==> src/rtl/vga_timing.sv <==
`default_nettype none
// ============================================================================
// Module      : vga_timing
// Description : VGA raster timing generator. Divides the system clock down to
//               a pixel strobe, scans horizontal/vertical pixel counters over
//               a full frame and decodes sync, active-video and frame tick.
// Revision    : 1.0 - initial release
// ============================================================================
module vga_timing #(
  parameter int H_ACTIVE = 640,
  parameter int H_FRONT  = 16,
  parameter int H_SYNC   = 96,
  parameter int H_BACK   = 48,
  parameter int V_ACTIVE = 480,
  parameter int V_FRONT  = 10,
  parameter int V_SYNC   = 2,
  parameter int V_BACK   = 33,
  parameter int PIX_DIV  = 2,
  parameter bit SYNC_POL = 1'b0
) (
  input  logic       clock,
  input  logic       reset,
  output logic [9:0] hcount,
  output logic [9:0] vcount,
  output logic       enable,
  output logic       hsync,
  output logic       vsync,
  output logic       pix_stb,
  output logic       frame_start,
  output logic [7:0] frame_count
);

  localparam int H_TOTAL = H_ACTIVE + H_FRONT + H_SYNC + H_BACK;
  localparam int V_TOTAL = V_ACTIVE + V_FRONT + V_SYNC + V_BACK;

  // Last counter values before wrap; the reset values park the scan here so
  // that the first pixel strobe lands exactly on (0,0).
  localparam logic [9:0] H_LAST = 10'(H_TOTAL - 1);
  localparam logic [9:0] V_LAST = 10'(V_TOTAL - 1);

  // Region boundaries held at 11 bits so a sync pulse ending exactly at the
  // line/frame total still compares correctly against a 10-bit counter.
  localparam logic [10:0] H_ACT_END  = 11'(H_ACTIVE);
  localparam logic [10:0] H_SYNC_BEG = 11'(H_ACTIVE + H_FRONT);
  localparam logic [10:0] H_SYNC_END = 11'(H_ACTIVE + H_FRONT + H_SYNC);
  localparam logic [10:0] V_ACT_END  = 11'(V_ACTIVE);
  localparam logic [10:0] V_SYNC_BEG = 11'(V_ACTIVE + V_FRONT);
  localparam logic [10:0] V_SYNC_END = 11'(V_ACTIVE + V_FRONT + V_SYNC);

  // High on the last system clock of each pixel period.
  logic wrap;

  if (PIX_DIV > 1) begin : g_div_multi
    localparam int DIV_W = $clog2(PIX_DIV);
    localparam logic [DIV_W-1:0] DIV_LAST = DIV_W'(PIX_DIV - 1);
    localparam logic [DIV_W-1:0] DIV_ONE  = DIV_W'(1);

    logic [DIV_W-1:0] div_cnt;

    // Pixel clock divider counting 0..PIX_DIV-1.
    always_ff @(posedge clock) begin
      if (reset) begin
        div_cnt <= '0;
      end else if (div_cnt == DIV_LAST) begin
        div_cnt <= '0;
      end else begin
        div_cnt <= div_cnt + DIV_ONE;
      end
    end

    assign wrap = (div_cnt == DIV_LAST);
  end else begin : g_div_single
    // One clock per pixel: every clock advances the scan.
    assign wrap = 1'b1;
  end

  logic [9:0] hcount_next;
  logic [9:0] vcount_next;
  logic [7:0] frame_next;
  logic       h_at_last;
  logic       v_at_last;

  // Next scan position; counters only move on a wrap clock.
  always_comb begin
    h_at_last   = (hcount == H_LAST);
    v_at_last   = (vcount == V_LAST);
    hcount_next = hcount;
    vcount_next = vcount;
    frame_next  = frame_count;
    if (wrap) begin
      if (h_at_last) begin
        hcount_next = '0;
        if (v_at_last) begin
          vcount_next = '0;
          frame_next  = frame_count + 8'd1;
        end else begin
          vcount_next = vcount + 10'd1;
        end
      end else begin
        hcount_next = hcount + 10'd1;
      end
    end
  end

  logic       enable_next;
  logic       hsync_next;
  logic       vsync_next;
  logic       frame_start_next;
  logic       h_in_sync;
  logic       v_in_sync;
  logic [10:0] h_ext;
  logic [10:0] v_ext;

  // Decode regions from the next position so the registered flags line up
  // with the registered counters in the same cycle.
  always_comb begin
    h_ext            = {1'b0, hcount_next};
    v_ext            = {1'b0, vcount_next};
    h_in_sync        = (h_ext >= H_SYNC_BEG) && (h_ext < H_SYNC_END);
    v_in_sync        = (v_ext >= V_SYNC_BEG) && (v_ext < V_SYNC_END);
    enable_next      = (h_ext < H_ACT_END) && (v_ext < V_ACT_END);
    hsync_next       = h_in_sync ? SYNC_POL : ~SYNC_POL;
    vsync_next       = v_in_sync ? SYNC_POL : ~SYNC_POL;
    frame_start_next = wrap && (hcount_next == 10'd0) && (vcount_next == 10'd0);
  end

  // Output registers; non-wrap clocks reload identical values, so nothing
  // but the strobes can change between pixel boundaries.
  always_ff @(posedge clock) begin
    if (reset) begin
      hcount      <= H_LAST;
      vcount      <= V_LAST;
      frame_count <= 8'd0;
      enable      <= 1'b0;
      hsync       <= ~SYNC_POL;
      vsync       <= ~SYNC_POL;
      pix_stb     <= 1'b0;
      frame_start <= 1'b0;
    end else begin
      hcount      <= hcount_next;
      vcount      <= vcount_next;
      frame_count <= frame_next;
      enable      <= enable_next;
      hsync       <= hsync_next;
      vsync       <= vsync_next;
      pix_stb     <= wrap;
      frame_start <= frame_start_next;
    end
  end

endmodule
`default_nettype wire
==> config.mk <==
export PLATFORM = sky130hd
export DESIGN_NAME = vga_timing
export DESIGN_NICKNAME = d
export VERILOG_FILES = /design/src/rtl/vga_timing.sv
export SDC_FILE = /design/constraint.sdc
export NUM_CORES = 1
export LEC_CHECK = 0
export ABC_AREA = 1
export BUFFER_PORTS_ARGS = -buffer_cell sky130_fd_sc_hd__buf_2
export CAP_MARGIN = 20
export CORE_MARGIN = 8
export CORE_UTILIZATION = 50
export DETAILED_ROUTE_END_ITERATION = 10
export GPL_ROUTABILITY_DRIVEN = 0
export MAX_ROUTING_LAYER = met4
export PLACE_DENSITY = 0.73
export SYNTH_ARGS = -nofsm -noshare
export SYNTH_HDL_FRONTEND = slang
export SYNTH_SLANG_ARGS = --single-unit
==> constraint.sdc <==
create_clock -name clock -period 3.75 [get_ports clock]
set_input_delay 0.75 -clock clock [delete_from_list [all_inputs] [get_ports clock]]
set_output_delay 0.75 -clock clock [all_outputs]
set_load 0.005 [all_outputs]
Yosys cells after proc, flatten, opt, wreduce, memory -nomap -nowiden
Index checks and enable logic that the tools add are counted.
Storage, ports and cells
  flip-flop bits (word level): 34
  bits in latches: 0
  RAM bits: 0
  ROM bits: 0
  input bits: 2
  output and inout bits: 33
  word-level logic and storage cells: 37
  memories: 0
Cells by class
  $add $sub $neg: 4
  multiply operators: 0
  div/mod/pow operators: 0
  magnitude comparators: 6
  equality and inequality tests: 2
  shift operators: 0
  mux-type cells: 7
  bitwise logic cells: 0
  reduce and logical (&&, ||, !) cells: 9
Operators by type and width (number)
  10-bit 2-to-1 mux: 5
  10-bit by 1-bit adder with 10-bit output, second input constant: 2
  10-bit equality test, second input constant: 2
  10-bit zero test: 2
  10-bit less-than comparator, second input constant: 2
  10-bit by 9-bit less-than comparator with 1-bit output, second input constant: 2
  10-bit greater-or-equal comparator, second input constant: 1
  10-bit by 9-bit greater-or-equal comparator with 1-bit output, second input constant: 1
  8-bit by 1-bit adder with 8-bit output, second input constant: 1
  1-bit logical AND: 5
  3-bit AND reduction: 1
  1-bit 2-to-1 mux: 2
  2-bit OR reduction: 1
  1-bit adder, second input constant: 1

Longest topological paths before layout
Gate-level depths: netlist (run 1).
  depth in word-level cells: 7
  gate-level depth with buffers: 14
  gate-level depth less buffers: 14

Least setup slack after synthesis (run 1)
Ideal clock, no wire load.
  path kind: register to register
  start: reg hcount[0]
  end: reg vsync
  setup time: 0.115 ns
  arrival time: 1.579 ns
  data required time: 3.635 ns
  slack: 2.056 ns
  stages on the path, launching flop included: 14
  clock period less this slack: 1.694 ns
  cells stage by stage: dfxtp_1 > ha_1 > nand2_1 > nor2_4 > nand3_4 > nor2_4 > buf_6 > nand2_1 > nand2_1 > nand2_1 > nor2_1 > nand3_1 > nor2_2 > nand2_1
Between the ends
  word-level cells in the longest chain between the ends: 6
  elaborated cells on any way between the ends: 7
  those cells by class: order compare (2); eq/ne (1); mux (3); reduce/logical (1)
RTL lines
  start: declaration: RTL line 23  | output logic [9:0] hcount,
  start signal: assignment: RTL line 140  | hcount <= hcount_next;
  10-bit equality test *: RTL line 85  | h_at_last = (hcount == H_LAST);
  10-bit 2-to-1 mux *: RTL line 91  | if (h_at_last) begin
  10-bit 2-to-1 mux *: RTL line 90  | if (wrap) begin
  10-bit by 9-bit greater-or-equal comparator with 1-bit output / 10-bit by 9-bit less-than comparator with 1-bit output (equally long branches): RTL line 120  | v_in_sync = (v_ext >= V_SYNC_BEG) && (v_ext < V_SYNC_END);
  1-bit logical AND *: RTL line 120
  1-bit 2-to-1 mux *: RTL line 123  | vsync_next = v_in_sync ? SYNC_POL : ~SYNC_POL;
  end signal: assignment: RTL line 136  | vsync <= ~SYNC_POL;
  end signal: assignment: RTL line 145  | vsync <= vsync_next;
  end: declaration: RTL line 27  | output logic vsync,
Every way passes the cells marked *; elsewhere a longest branch is shown, timed or not.
A chain may end at the register's enable or synchronous reset.

Final worst setup path (run 1)
Same ends and word-level chain as after synthesis.

==> impl_metrics.toml, run 1 <==
[worst_hold_path]
worstHoldPathType = "flip-flop to flip-flop"
min-delay-start = "frame_count[3]"

[pwr]
leakage_uw = 0.00110
p_comb_share_pct = 29.4
p_per_area_nw_per_um2 = 439
power.switching_uw = 336
clock_power_share_pct = 24.3
intPower_uw = 570
power_frac_seq_pct = 46.3
ir_worst_vdd_uv = 229
swShare_pct = 37.1

[worst_setup_path]
start_kind = "flip-flop"
worstPathRequired_ns = 3.99
crit_start = "hcount[0]"
cp_max_fo = 11
cp.arrival_ns = 2.36
cp-end-kind = "flip-flop"
r2r_start = "hcount[0]"
critPathKind = "flip-flop to flip-flop"

[routing]
first_pass_iters = 4
initialDrtViolationCount = 222
detail-route-antenna-nets = 0
vias = 1804
post_drt_wl_per_cell_um = 12.0
drc = 0
viasPerCell = 4.97
finalWirelength_um = 4350

[global_routing]
gr-usage-all-layers_pct = 15.6
grt_max_degree = 19
globalRouteOverflowTotal = 0
antenna_found_initial = 0
grt_pass1_vias = 1665
grt_pass1_wl_um = 7380

[clock_network]
clock_sinks = 34
clkTransAtPathRegs_ns = 0.11
clk_latency_ns = 0.34
hold_buffers = 0
root_buffer = "clkbuf_4"
cts_setup_buffers = 0
ctsResizeCount = 0
cts_tree = "yes"
cts_buffers = 5
htree_levels = 2
clock_path_buffers = 2

[yosys]
synth-edff-count = 0
netlist_instances = 278
synthArstFlopShare_pct = 0
synthSimpleGateAreaFrac_pct = 42.1
yosysWarnings = 0
synth_nets = 284
synth_xor_area_share_pct = 0.972
yosys.area.top_type = "dfxtp_1"
synth_compound_area_share_pct = 6.11
synth_top_family_by_area = "simple AND/OR/NAND/NOR gates"
ys_seq_elements = 34
avgSynthCellArea_um2 = 6.49
synth_area_leaders = "dfxtp_1 38%, nand2_1 15%, nor2_1 9.2%"
netlist_area_um2 = 1800
synth_adder_area_share_pct = 2.78
ys_top_cells_by_count = "74 x nand2_1, 44 x nor2_1, 39 x inv_1"
synthDistinctLibCells = 26
yosysTopAreaCellShare_pct = 37.8
yosysMostFrequentCell = "nand2_1"
synth_mux_area_share_pct = 0
synthFlopType = "dfxtp_1"
seq_area_frac_synth_pct = 37.8

[sta]
finalSetupViolCount = 0
drv_slew = 0
slew_headroom_pct = 62.9
worstMarginPinSlew_ns = 0.557
fin_skew_ns = 0.00474
tns_ns = 0
post-route-min-period_ns = 2.12
rsz0062_at_grt = "false"
hold_ws_ns = 0.477
setup_slack_ns = 1.63
hold_violations = 0
period_share_pct = 56.6
fmax_mhz = 471

[layout]
antenna_cells = 0
final_nets = 320
areaGrowthSynthToFinish_pct = 14.4
drive_gt1_share_pct = 17.5

[placement]
portBuffers = 34
hpwl_um = 3290
preCtsSetupSlack_ns = 1.66

[floorplanning]
die_h_um = 76.1
die_x_um = 76.1
core_area_um2 = 3550
dieArea_um2 = 5780
pin_count = 35
rows = 22
initial_core_util_pct = 50.8

[outcome]
status = "complete, no violations"

[job]
max_cap_violations = 0
[routing by layer]
| layer | vias to the layer above | part of all wire [%] | routed length, µm | global-route usage [%] |
|---|---|---|---|---|
| met5 | - | 0 | 0 | - |
| li1 | 947 | - | - | - |
| met2 | 57 | 43 | 1890 | 24.2 |
| met3 | 14 | 7.5 | 326 | 5.07 |
| met1 | 786 | 47 | 2040 | 18.4 |
| met4 | 0 | 2.2 | 95 | 6.15 |
[kinds of logic after synthesis]
logic type / count (synthesis)
buf+inv: 46
compound gates: 21
flops: 34
xor+xnor: 2
fa+ha+maj: 4
simple gates: 171
[per-stage QoR]
step / std cells / instance area, µm² / power (µW) / util, %
finish: 363 / 2060 / 905 / 58.1
global route: 363 / 2060 / 962 / 58.1
CTS: 363 / 2060 / 910 / 58.1
detailed placement: 355 / 2000 / 691 / 56.4
global placement: 355 / 2000 / 689 / 56.4
floorplan: 278 / 1800 / 621 / -
[path summary, 6_finish.rpt]
| path | end | slack, ns | depth (start not counted) |
|---|---|---|---|
| max | vsync | 1.63 | 10 |
| min reg2reg | frame_count[3] | 0.48 | 2 |
| max reg2reg | vsync | 1.63 | 10 |
| min | frame_count[3] | 0.48 | 2 |
[power by group through the flow]
stage | Sequential [µW] | Clock [µW] | Combinational, µW
after floorplan | 424 | 0 | 197
after global placement | 427 | 0 | 263
after global routing | 423 | 236 | 303
after detailed placement | 427 | 0 | 264
after CTS | 419 | 226 | 266
final | 420 | 220 | 266
[registers in the layout, summed over array words and instances, names as in the netlist]
register	cells
hcount	10
vcount	10
frame_count	8
frame_start	1
hsync	1
pix_stb	1
g_div_multi.div_cnt	1
vsync	1
enable	1
[cell usage in the layout, fill, tap and decap left out, types with 5 or more instances in the layout]
master     n
o21ai_0    8
clkbuf_4   5
nand2_1   74
buf_2     34
nor2_2     5
nand4_1   10
inv_1     39
nand3_1   25
a21oi_1    7
dfxtp_1   34
nor2_1    44
[area by class of cell]
class | instances | area [µm²]
Clock buffer | 7 | 55.1
Clock inverter | 1 | 5.00
Fill cell | 347 | 1490
Inverter | 41 | 154
Multi-Input combinational cell | 198 | 937
Sequential cell | 34 | 681
Tap cell | 48 | 60.1
Timing Repair Buffer | 34 | 170
[critical path, stage by stage, from the launching register on]
cell	delay [ns]
dfxtp_1	0.40
ha_1	0.21
nand2_1	0.09
nor2_4	0.12
nand4_1	0.42
o21ai_1	0.30
nand2_1	0.12
nor2_1	0.10
nand3_1	0.08
nor2_2	0.11
nand2_1	0.06
Note: power is estimated with default switching activity, not from simulation.
==> run 2: changes to the inputs <==
==> constraint.sdc (replaced) <==
create_clock -name clock -period 2.1 [get_ports clock]
set_input_delay 0.42 -clock clock [delete_from_list [all_inputs] [get_ports clock]]
set_output_delay 0.42 -clock clock [all_outputs]
set_load 0.005 [all_outputs]
==> impl_metrics.toml, run 2 (synthesized netlist as in run 1, its figures left out) <==
[worst_setup_path]
path_cells = "ha_1, nand2_1, nor2_4, nand3_4, nor2_4, nand2_2, inv_2, nand4_1, o21ai_1, nand2_1, nor2_1"
slowest_stage = "dfxtp_2"
critPathKind = "flip-flop to flip-flop"
cp-end-kind = "flip-flop"
worstPathRequired_ns = 2.39
cp.arrival_ns = 2.21
cp_max_fo = 11
crit_family = "simple AND/OR/NAND/NOR gates"
start_kind = "flip-flop"
max_stage_delay_ns = 0.37
path_buf_inv = 1

[layout]
final_cell_mix = "74 x nand2_1, 44 x nor2_1, 39 x inv_1, 34 x buf_2, 31 x dfxtp_1"
final_nets = 324
reg_top3 = "hcount (10), vcount (10), frame_count (8)"
antenna_cells = 0
areaGrowthSynthToFinish_pct = 19.1
layout_commonest_cell = "nand2_1"
utilization_pct = 60.5
drive_gt1_share_pct = 19.7

[global_routing]
globalRouteOverflowTotal = 0
gr-max-usage-layer = "met2"
antenna_found_initial = 0
gr-usage-all-layers_pct = 15.5
grt_max_degree = 19
met3_usage_pct = 5.90
grt_pass1_wl_um = 7330
grtUsageMet2_pct = 23.4
grt_pass1_vias = 1604
use_met1_pct = 18.6

[clock_network]
htree_levels = 2
root_buffer = "clkbuf_4"
cts_tree = "yes"
clkTransAtPathRegs_ns = 0.11
clock_sinks = 34
clock_path_buffers = 2
clk_latency_ns = 0.35
cts_buffers = 5

[sta]
drv_slew = 0
worstMarginPinSlew_ns = 0.504
post-route-min-period_ns = 1.92
fmax_mhz = 521
hold_violations = 0
fin_skew_ns = 0.0109
period_share_pct = 91.4
finalSetupViolCount = 0
rsz0062_at_grt = "false"
slew_headroom_pct = 66.4
tns_ns = 0

[routing]
initialDrtViolationCount = 131
drc = 0
vias = 1791
finalWirelength_um = 4330
viasPerCell = 4.88
first_pass_iters = 4
post_drt_wl_per_cell_um = 11.8
detail-route-antenna-nets = 0

[pwr]
ir_worst_vdd_uv = 414
p_per_area_nw_per_um2 = 875
p_total_uw = 1880
leakage_uw = 0.00114

[floorplanning]
initial_core_util_pct = 50.8
die_x_um = 76.1
core_area_um2 = 3550
pin_count = 35
dieArea_um2 = 5780
rows = 22
die_h_um = 76.1

[worst_hold_path]
worstHoldPathType = "input port to flip-flop"

[outcome]
status = "complete, no violations"

[job]
max_cap_violations = 0

[placement]
portBuffers = 34
hpwl_um = 3360
-- run 2: power by group --
group	switching (µW)	internal (µW)
Sequential	53.9	696
Clock	235	403
Combinational	316	175
-- run 2: layout make-up --
type | instances | area [µm²]
Fill cell | 354 | 1400
Multi-Input combinational cell | 198 | 937
Sequential cell | 34 | 684
Timing Repair Buffer | 38 | 200
Inverter | 41 | 154
Clock inverter | 2 | 60.1
Tap cell | 48 | 60.1
Clock buffer | 6 | 51.3
-- run 2: worst paths after layout --
path                  start             endpoint  slack [ns]  cells after the start
max               hcount[0]       frame_count[6]        0.18                     11
min                   reset  g_div_multi.div_cnt        0.42                      2
max reg2reg       hcount[0]       frame_count[6]        0.18                     11
min reg2reg  frame_count[3]       frame_count[3]        0.48                      2
-- run 2: timing repair --
item / 4_1_cts / 5_1_grt
buffers inserted: 0 / 2
endpoints found under the hold margin: 0 / 0
setup endpoints to repair: 0 / 5
hold buffers: 0 / 0
resized for setup: 0 / 3
-- run 2: worst register-to-register path, cell delays in order, from the launching register on --
cell and delay, ns:
dfxtp_2 0.37, ha_1 0.19, nand2_1 0.10, nor2_4 0.12, nand3_4 0.11, nor2_4 0.27
nand2_2 0.16, inv_2 0.11, nand4_1 0.12, o21ai_1 0.14, nand2_1 0.07, nor2_1 0.10
-- run 2: metrics by stage --
stage	instances	hold slack [ns]	setup slack [ns]	cell area, µm²
3_5_place_dp	357	0.472	0.190	2020
3_3_place_gp	357	0.459	0.261	2020
6_report	367	0.420	0.180	2150
4_1_cts	365	0.422	0.154	2130
5_1_grt	367	0.408	0.0151	2150
2_1_floorplan	278	0.457	0.406	1800
-- run 2: metal layers --
layer	up-vias	wire length, µm	part of all wire (%)
li1	958	-	-
met1	779	2020	47
met2	47	1960	45
met3	7	285	6.6
met4	0	69	1.6
met5	-	0	0
==> run 3: changes to the inputs <==
--- a/config.mk
+++ b/config.mk
@@ -6,14 +6,17 @@
 export NUM_CORES = 1
 export LEC_CHECK = 0
 export ABC_AREA = 1
+export ABC_CLOCK_PERIOD_IN_PS = 2100
 export BUFFER_PORTS_ARGS = -buffer_cell sky130_fd_sc_hd__buf_2
 export CAP_MARGIN = 20
+export CELL_PAD_IN_SITES_DETAIL_PLACEMENT = 1
+export CELL_PAD_IN_SITES_GLOBAL_PLACEMENT = 2
 export CORE_MARGIN = 8
-export CORE_UTILIZATION = 50
+export CORE_UTILIZATION = 29
 export DETAILED_ROUTE_END_ITERATION = 10
 export GPL_ROUTABILITY_DRIVEN = 0
 export MAX_ROUTING_LAYER = met4
-export PLACE_DENSITY = 0.73
+export PLACE_DENSITY_LB_ADDON = 0.1
 export SYNTH_ARGS = -nofsm -noshare
 export SYNTH_HDL_FRONTEND = slang
 export SYNTH_SLANG_ARGS = --single-unit
==> impl_metrics.toml, run 3 (synthesized netlist as in run 1, its figures left out) <==
[global_routing]
grtUsageMet2_pct = 22.5
grt_pass1_wl_um = 9580
gr-max-usage-layer = "met2"
grt_max_degree = 17
grt_pass1_vias = 1873
globalRouteOverflowTotal = 0
antenna_found_initial = 0
use_met1_pct = 17.0
met3_usage_pct = 2.86
gr-usage-all-layers_pct = 14.0

[sta]
tns_ns = 0
period_share_pct = 90.4
finalSetupViolCount = 0
hold_violations = 0
worstMarginPinSlew_ns = 0.490
rsz0062_at_grt = "false"
fmax_mhz = 527
post-route-min-period_ns = 1.90
slew_headroom_pct = 67.3
drv_slew = 0
fin_skew_ns = 0.00575
setup_slack_ns = 0.203

[clock_network]
clock_path_buffers = 2
clk_latency_ns = 0.28
root_buffer = "clkbuf_8"
htree_levels = 2
cts_buffers = 5
cts_tree = "yes"
clkTransAtPathRegs_ns = 0.07
clock_sinks = 34

[placement]
preCtsSetupSlack_ns = 0.0834
portBuffers = 34
hpwl_um = 4480

[floorplanning]
core_area_um2 = 5960
pin_count = 35
die_x_um = 94.9
die_h_um = 94.9
rows = 28
initial_core_util_pct = 30.3
dieArea_um2 = 9000

[worst_setup_path]
cp_max_fo = 6
start_kind = "flip-flop"
reg2regPathDepth = 11
worstPathRequired_ns = 2.28
critPathKind = "flip-flop to flip-flop"
cp.arrival_ns = 2.08
cp-end-kind = "flip-flop"

[routing]
post_drt_wl_per_cell_um = 14.1
drc = 0
finalWirelength_um = 5650
first_pass_iters = 4
vias = 1873
detail-route-antenna-nets = 0
viasPerCell = 4.69
initialDrtViolationCount = 71

[layout]
final_nets = 330
reg_top3 = "hcount (10), vcount (10), frame_count (8)"
areaGrowthSynthToFinish_pct = 21.7
layout_commonest_cell = "nand2_1"
antenna_cells = 0
final_cell_mix = "74 x nand2_1, 43 x nor2_1, 39 x inv_1, 34 x buf_2, 32 x dfxtp_1"
drive_gt1_share_pct = 21.0

[pwr]
p_per_area_nw_per_um2 = 798
leakage_uw = 0.00116
ir_worst_vdd_uv = 315

[worst_hold_path]
worstHoldPathType = "flip-flop to flip-flop"
hold-path-cell-count = 2

[job]
max_cap_violations = 0

[outcome]
status = "complete, no violations"
-- run 3: changes by cell type in the layout (fill, tap and decap cells not counted), moves of 2 or more --
cell,before,now
clkbuf_4,5,0
bufinv_16,2,0
clkinv_2,0,2
buf_4,4,10
clkbuf_8,1,5
-- run 3: through the flow --
step / power [µW] / util, % / hold slack, ns / instance area, µm² / instances
2_1_floorplan: 1110 / - / 0.457 / 1800 / 278
3_3_place_gp: 1290 / 34.9 / 0.461 / 2080 / 388
3_5_place_dp: 1290 / 34.9 / 0.466 / 2080 / 388
4_1_cts: 1770 / 36.3 / 0.478 / 2160 / 395
5_1_grt: 1890 / 36.8 / 0.509 / 2190 / 399
6_report: 1750 / 36.8 / 0.471 / 2190 / 399
-- run 3: final cells by class --
class | count | area (µm²)
timing repair buffer | 44 | 245
tap | 75 | 93.8
clock buffer | 5 | 68.8
fill | 818 | 3760
multi-input combinational | 198 | 940
inverter | 41 | 154
clock inverter | 2 | 10.0
sequential | 34 | 683
-- run 3: path summary, 6_finish.rpt --
kind	to	start	slack (ns)
worst min-delay path	frame_count[3]	frame_count[3]	0.47
worst max-delay path	vsync	hcount[0]	0.20
worst min register to register	frame_count[3]	frame_count[3]	0.47
worst max register to register	vsync	hcount[0]	0.20
-- run 3: where the power goes --
part | leakage [µW] | internal [µW] | switching (µW) | total [µW]
Clock | 0.0000438 | 223 | 241 | 463
Sequential | 0.000276 | 696 | 52.2 | 748
Combinational | 0.000838 | 191 | 349 | 539
Total | 0.00116 | 1110 | 642 | 1750
-- run 3: critical path, cell delays in order (launching register included) --
cell     delay (ns)
dfxtp_2        0.36
ha_1           0.19
nand2_1        0.10
nor2_4         0.13
nand3_4        0.11
nor2_4         0.21
buf_4          0.17
o21ai_1        0.07
o21ai_1        0.16
nand3_1        0.10
nor2_1         0.13
nand2_1        0.06
-- run 3: layer usage --
metal / share of wire [%] / wire [µm] / vias to the layer above
li1: - / - / 966
met1: 47 / 2670 / 869
met2: 47 / 2660 / 31
met3: 3.9 / 221 / 7
met4: 1.7 / 98 / 0
met5: 0 / 0 / -
-- run 3: timing repair --
item                       4_1_cts  5_1_grt
setup endpoints to repair        0        6
hold buffers                     0        0
gates resized for setup          0        4
buffers inserted                 0        4
